**src/rtl/ppu_pkg.sv**
```systemverilog
// Shared PPU types and palette helpers, used by both the read client and
// the CPU-side $2007 write path.
package ppu_pkg;

  localparam logic [13:0] PAL_BASE  = 14'h3F00;
  localparam logic [5:0]  GREY_MASK = 6'h30;

  typedef logic [4:0] pal_index_t;
  typedef logic [5:0] nes_color_t;

  // Sprite-palette colour 0 entries alias the background ones.
  function automatic pal_index_t pal_mirror(input pal_index_t idx);
    pal_mirror = (idx[4] && idx[1:0] == 2'b00) ? {1'b0, idx[3:0]} : idx;
  endfunction

endpackage

```
**src/rtl/palette_reader.sv**
```systemverilog
// Palette RAM read client: pixel index stream in, NES colour stream out,
// two-stage pipeline with registered RAM address and end-of-line tagging.
module palette_reader import ppu_pkg::*; #(
  parameter logic [13:0] PAL_BASE    = ppu_pkg::PAL_BASE,
  parameter int unsigned LINE_PIXELS = 256,
  parameter int unsigned XW          = 9
) (
  input  logic        clock,
  input  logic        reset,
  input  logic        pix_valid,
  output logic        pix_ready,
  input  logic [4:0]  pix_index,
  input  logic        greyscale,
  input  logic        frame_start,
  output logic [13:0] r_addr,
  input  logic [7:0]  r_data,
  output logic        out_valid,
  input  logic        out_ready,
  output logic [5:0]  out_color,
  output logic        out_eol
);

  localparam logic [XW:0] EOL_AT = (XW+1)'(LINE_PIXELS - 1);

  logic          s1_valid;
  pal_index_t    s1_off;
  logic          s1_grey;
  logic [XW-1:0] x;

  logic          adv, in_hs, out_hs, xfer;
  pal_index_t    st0_off;
  nes_color_t    grey_mask;
  logic [XW:0]   lookahead;
  logic          unused_rdata_hi;

  always_comb begin
    adv       = ~out_valid | out_ready;
    pix_ready = ~s1_valid | adv;
    in_hs     = pix_valid & pix_ready;
    out_hs    = out_valid & out_ready;
    xfer      = s1_valid & adv;
    st0_off   = (pix_index[1:0] == 2'b00) ? '0 : pal_mirror(pix_index);
    grey_mask = s1_grey ? GREY_MASK : '1;
    // Out holds at most one pixel, and on a transfer it is leaving this cycle.
    lookahead = {1'b0, x} + (XW+1)'(out_valid);
  end

  assign r_addr          = PAL_BASE | {{(14-5){1'b0}}, s1_off};
  assign unused_rdata_hi = ^r_data[7:6];

  always_ff @(posedge clock or posedge reset) begin
    if (reset) begin
      s1_valid <= 1'b0;
      s1_off   <= '0;
      s1_grey  <= 1'b0;
    end else begin
      s1_valid <= in_hs | (s1_valid & ~adv);
      if (in_hs) begin
        s1_off  <= st0_off;
        s1_grey <= greyscale;
      end
    end
  end

  always_ff @(posedge clock or posedge reset) begin
    if (reset) begin
      out_valid <= 1'b0;
      out_color <= '0;
      out_eol   <= 1'b0;
    end else if (xfer) begin
      out_valid <= 1'b1;
      out_color <= r_data[5:0] & grey_mask;
      out_eol   <= (lookahead == EOL_AT);
    end else if (out_ready) begin
      out_valid <= 1'b0;
    end
  end

  always_ff @(posedge clock or posedge reset) begin
    if (reset)            x <= '0;
    else if (frame_start) x <= '0;
    else if (out_hs)      x <= out_eol ? '0 : x + 1'b1;
  end

endmodule

```
**config.mk**
```make
export PLATFORM = sky130hd
export DESIGN_NAME = palette_reader
export DESIGN_NICKNAME = d
export VERILOG_FILES = /design/src/rtl/ppu_pkg.sv /design/src/rtl/palette_reader.sv
export SDC_FILE = /design/constraint.sdc
export NUM_CORES = 1
export LEC_CHECK = 0
export ABC_AREA = 1
export CORE_MARGIN = 10
export CORE_UTILIZATION = 46
export CTS_BUF_LIST = sky130_fd_sc_hd__clkbuf_16
export DETAILED_ROUTE_END_ITERATION = 6
export GPL_TIMING_DRIVEN = 0
export PLACE_DENSITY = 0.79
export SETUP_SLACK_MARGIN = 0.3
export SLEW_MARGIN = 20
export SYNTH_ARGS = -nofsm -noshare
export SYNTH_HDL_FRONTEND = slang
export SYNTH_SLANG_ARGS = --single-unit
```
**constraint.sdc**
```tcl
create_clock -name clock -period 1.3 [get_ports clock]
set_input_delay 0.26 -clock clock [delete_from_list [all_inputs] [get_ports clock]]
set_output_delay 0.26 -clock clock [all_outputs]
set_load 0.005 [all_outputs]
```
# Word-level counts from Yosys, hierarchy flattened
# Index checks and enable logic that the tools add are counted.
# classes
eq_ne	1
muxes	8
bitwise	11
addsub	2
reduce_logical	4
# ops
operator	n
$mux 9	3
$add 9x1->10	1
$eq 10x8->1 const B	1
$mux 5	2
$add 9x1->9 const B	1
$and 6x6->6	1
$and 1x1->1	4
$mux 4	1
$reduce_bool 2->1	2
$not 1->1	3
$or 1x1->1	3
$logic_not 2->1	1
$mux 1	2
$logic_and 1x1->1	1
# totals
elab_cells	33
regBits	24
in_bits	19

# Logic depth before layout (Yosys ltp)
# depth
word_depth	5
mapped_depth	8
mapped_depth_nobuf	8

# Least setup slack after synthesis
# No wires, ideal clock.
# synth_path
path_type	register -> register
startpoint	reg x[0]
endpoint	reg out_eol
setup_slack_ps	122
arrival_time_ps	1101
setup_ps	76
synth_period_minus_slack_ps	1178
path_buffers	0
stages_incl_launch_ff	8
path_cell_list	dfrtp_1 ha_1 inv_1 nor2_1 nand2_1 nor2_1 nand3_1 o21ai_1
# synth_between
elab_chain_cells	2
# synth_lines
element	line_no	source
from (decl)	palette_reader.sv:28	logic [XW-1:0] x;
from (signal assigned)	palette_reader.sv:82	else if (out_hs) x <= out_eol ? '0 : x + 1'b1;
$add 9x1->10	palette_reader.sv:45	lookahead = {1'b0, x} + (XW+1)'(out_valid);
$eq 10x8->1	palette_reader.sv:73	out_eol <= (lookahead == EOL_AT);
to (signal assigned)	palette_reader.sv:73	
to (decl)	palette_reader.sv:20	output logic out_eol
# Every way passes these cells.
# A chain may end at the register's enable or synchronous reset.

# Final worst setup path
# layout_path
startpoint	reg out_valid
endpoint	reg out_eol
# layout_between
elab_chain_cells	3
elab_cells_between_ends	5
# layout_lines
element	line_no	source
from (decl)	palette_reader.sv:17	output logic out_valid,
from (signal assigned)	palette_reader.sv:67	out_valid <= 1'b0;
from (signal assigned)	palette_reader.sv:71	out_valid <= 1'b1;
from (signal assigned)	palette_reader.sv:75	out_valid <= 1'b0;
parallel branches: the longest is 3 deep, another holds $add 9x1->10	--	
# Several ways; the timed one is not identified.

==> summary.md <==
| Metric | Value |
|---|---|
| Status | finished, violations left |
| Failing checks | setup timing |
| Setup Viol. Count Final | 3 |
| RSZ-0062 raised after global routing | true |
| Hold Crit Class | in2async |
| Mapped Area | roughly 1300 µm² |
| Clock sinks | 24 |
| Main synth FF type | dfrtp_1 |
| GR Util All Layers | 0.134 |
| Crit path from | out_valid$_DFFE_PP0P_ |
| Total CTS buffers | 3 |
| Antenna violations before repair | 0 |
| Critical-path top delay cell | dfrtp_1 |
| Seq/Total Area, Yosys | 0.446 |
| Post-placement cell count | about 250 |
| Switching power | 0.875 mW |
| Vias in the first global route | around 1300 |
| Gate power share | 0.345 |
| Startpoint Class | register |
| Synth cell types | 22 |
| Non-Filler Instances | 277 |
| Fin. Hold Viols | 0 |
| Synth area leader | dfrtp_1 |
| EDFF count, synth | 0 |
| # DRC | 0 |
| Diode count | 0 |
| Power share of the clock group | 0.321 |
| Buffers & Inverters on Critical Path | 1 |
| Chip width | 74.1 µm |
| Worst-path fanout max | 3 |
| Worst Path Class, Setup | reg2reg |
| Seq cells post-synth | 24 |
| Maximum VDD drop | roughly 0.0016 V |
| First-pass GRT wire length | ~5900 µm |
| H-Tree Depth | 1 |
| Vias per std cell | between 5 and 6 |
| Placer Congestion | 0.811 |
| Hold_buf cts | 0 |
| Die footprint | 5490 µm² |
| Buffers on Ports | 30 |
| Reg2reg start | out_valid$_DFFE_PP0P_ |
| Overflow after GRT | 0 |
| Vias | 1450 |
| Clock-pin transition on the worst setup and hold timing paths | 0.07 ns |
| Internal | about 2.0 mW |
| FMAX | 695 MHz |
| DP Area | 1720 µm² |
| Switching share of power | 0.309 |
| Detail Route Antenna Nets | 0 |
| Syn_area_per_cell | 7.52 µm² |
| Clk_skew | 0.00182 ns |
| Mapped Cells | 179 |
| CP peak stage delay | approximately 0.4 ns |
| Slew headroom | 0.642 |
| Count of yosys warnings during synthesis | 0 |
| Final Cell Area | between 2000 and 2500 µm² |
| Pre-Repair DR Iteration Count | 6 |
| Final wirelength | about 4800 µm |
| Pwr Density | about 1200 nW/µm² |
| Worst EP required | 1.46 ns |
| Core area | ~2800 µm² |
| Final worst slack | -0.139 ns |
| Worst path arrival time | 1.60 ns |
| Worst slew pin tran | 0.536 ns |
| Worst skew pair latency | approximately 0.27 ns |
| Max-Cap Viols | 0 |
| Power share of the sequential group | 0.334 |
| Worst Setup End Kind | register |
| FFs w/ async S/R, synth | 1.00 |
| Tmin final | about 1.4 ns |
| Tcrit/Tclk final | 1.11 |
| DP Wirelength | 2370 µm |
| Largest delay share family, worst path | flip-flops |
| Worst path cell trace | buf_6 -> ha_2 -> nand3_1 -> o21ai_0 -> nand2_1 -> nand2_2 -> o21ai_2 |
| Fraction of layout cells with a size suffix above 1 | 0.504 |
| Largest net degree at the start of global routing | 25 |
| Top cells by area, synth | dfrtp_1 (45%), nand2_1 (14%), inv_1 (7.8%) |
| Ports | between 40 and 50 |
| Initial DRC Count | 86 |
| Max-slew violations | 0 |
| Top cell type's share of synthesized area | 0.446 |
| Die Span Y | 74.1 µm |
| Clock buffer depth | 2 |
| FP Rows | 19 |
| Leakage | 1.14 nW |
| Wire length per cell | 17.2 µm |
| CTS tree | yes |
| Initial Util | 0.484 |
| Root buf cell | clkbuf_16 |
| NumNets Final | approximately 270 |
| Area grow syn2layout | 71.0% |
synthesized netlist by cell type, types with 2 or more instances:
| library cell | number |
|---|---|
| a21oi_1 | 4 |
| buf_4 | 9 |
| conb_1 | 2 |
| dfrtp_1 | 24 |
| ha_1 | 3 |
| inv_1 | 28 |
| nand2_1 | 51 |
| nand2_2 | 5 |
| nand3_1 | 12 |
| nand3_2 | 2 |
| nor2_1 | 15 |
| nor2_2 | 4 |
| nor3_1 | 2 |
| nor3_2 | 2 |
| o21ai_0 | 4 |
| o21ai_1 | 6 |
power groups by stage:
stage | logic (mW) | registers [mW] | clock network (mW)
after floorplan | 0.256 | 0.922 | 0
after global placement | 0.466 | 0.932 | 0
after detailed placement | 0.473 | 0.935 | 0
after CTS | 0.650 | 0.924 | 0.901
after global routing | 1.06 | 0.951 | 0.940
final | 0.977 | 0.946 | 0.911
cell type report:
type	count	area, µm²
buffer	10	78.8
clock buffer	3	75.1
clock inverter	1	30.0
fill	153	479
inverter	29	123
multi-input combinational	123	871
sequential	24	604
tap	31	38.8
timing repair buffer	56	482
logic make-up after synthesis:
kind of cell	share of synthesized area
xor gates and xnor gates	0.00651
and+or+nand+nor	0.312
adders and majority gates	0.0279
buffers and inverters	0.135
DFF	0.446
AOI/OAI and AO/OA	0.0669
other	0.00558
sequential cells by signal, indices dropped and copies added (netlist names):
register,count
out_color,6
s1_off,5
x,9
out_eol,1
out_valid,1
s1_grey,1
s1_valid,1
cells in the final DEF, fill, tap and decap left out:
cell,synthesis,layout
inv_4,0,4
clkinvlp_4,0,1
ha_2,0,1
inv_2,1,5
nor2_4,0,6
dlygate4sd2_1,0,1
nand3_4,0,2
a21oi_4,0,1
dfrtp_2,0,3
dlymetal6s2s_1,0,2
a21oi_2,1,4
xor2_2,0,1
nand2_1,51,36
buf_2,1,12
nand4_1,1,1
buf_6,0,13
nand2_4,0,4
ha_4,0,2
nor3_2,2,4
conb_1,2,9
buf_4,9,24
o21ai_1,6,2
nand2_2,5,13
nor2_1,15,10
bufinv_16,0,1
nor2_2,4,3
o21ai_2,0,7
nand3_2,2,6
clkbuf_16,0,3
o21ai_0,4,1
dfrtp_1,24,21
nand3_1,12,6
inv_1,28,19
nand2_8,0,3
o21bai_2,1,1
clkdlybuf4s50_1,0,14
routing by layer:
metal  up-vias  GRT usage  wire length (µm)
met5         -          0                 0
met1       696      0.151              1690
met2        67      0.224              2470
li1        666          -                 -
met4         0     0.0290               202
met3        21     0.0665               387
per-stage QoR:
stage	utilization	power [mW]	hold WS (ns)	TNS [ns]	setup slack (ns)
finish	0.828	2.83	0.381	-0.236	-0.139
global route	0.828	2.95	0.430	-0.455	-0.212
CTS	0.712	2.48	0.400	-0.132	-0.0673
detailed placement	0.618	1.41	0.462	-7.73	-0.500
global placement	0.618	1.40	0.454	-7.83	-0.516
floorplan	-	1.18	0.275	0	0.130
repair_timing:
| item | 4_1_cts | 5_1_grt |
|---|---|---|
| pin swaps | 9 | 18 |
| gates resized for setup | 79 | 69 |
| endpoints found under the setup margin | 60 | 37 |
| setup buffers | 15 | 10 |
| hold endpoints to repair | 0 | 0 |
| gates cloned | 1 | 0 |
path summary, 6_finish.rpt:
path                                            end  slack, ns  cells after the start
max                             out_eol$_DFFE_PP0P_      -0.14                      7
min                           s1_off[3]$_DFFE_PP0P_       0.38                      2
max reg2reg                     out_eol$_DFFE_PP0P_      -0.14                      7
min reg2reg                out_color[1]$_DFFE_PP0P_       0.48                      2
max in group asynchronous          x[2]$_DFFE_PP0P_       0.58                      2
min in group clock                 x[1]$_DFFE_PP0P_       0.43                      4
Note: power is estimated with default switching activity, not from simulation.
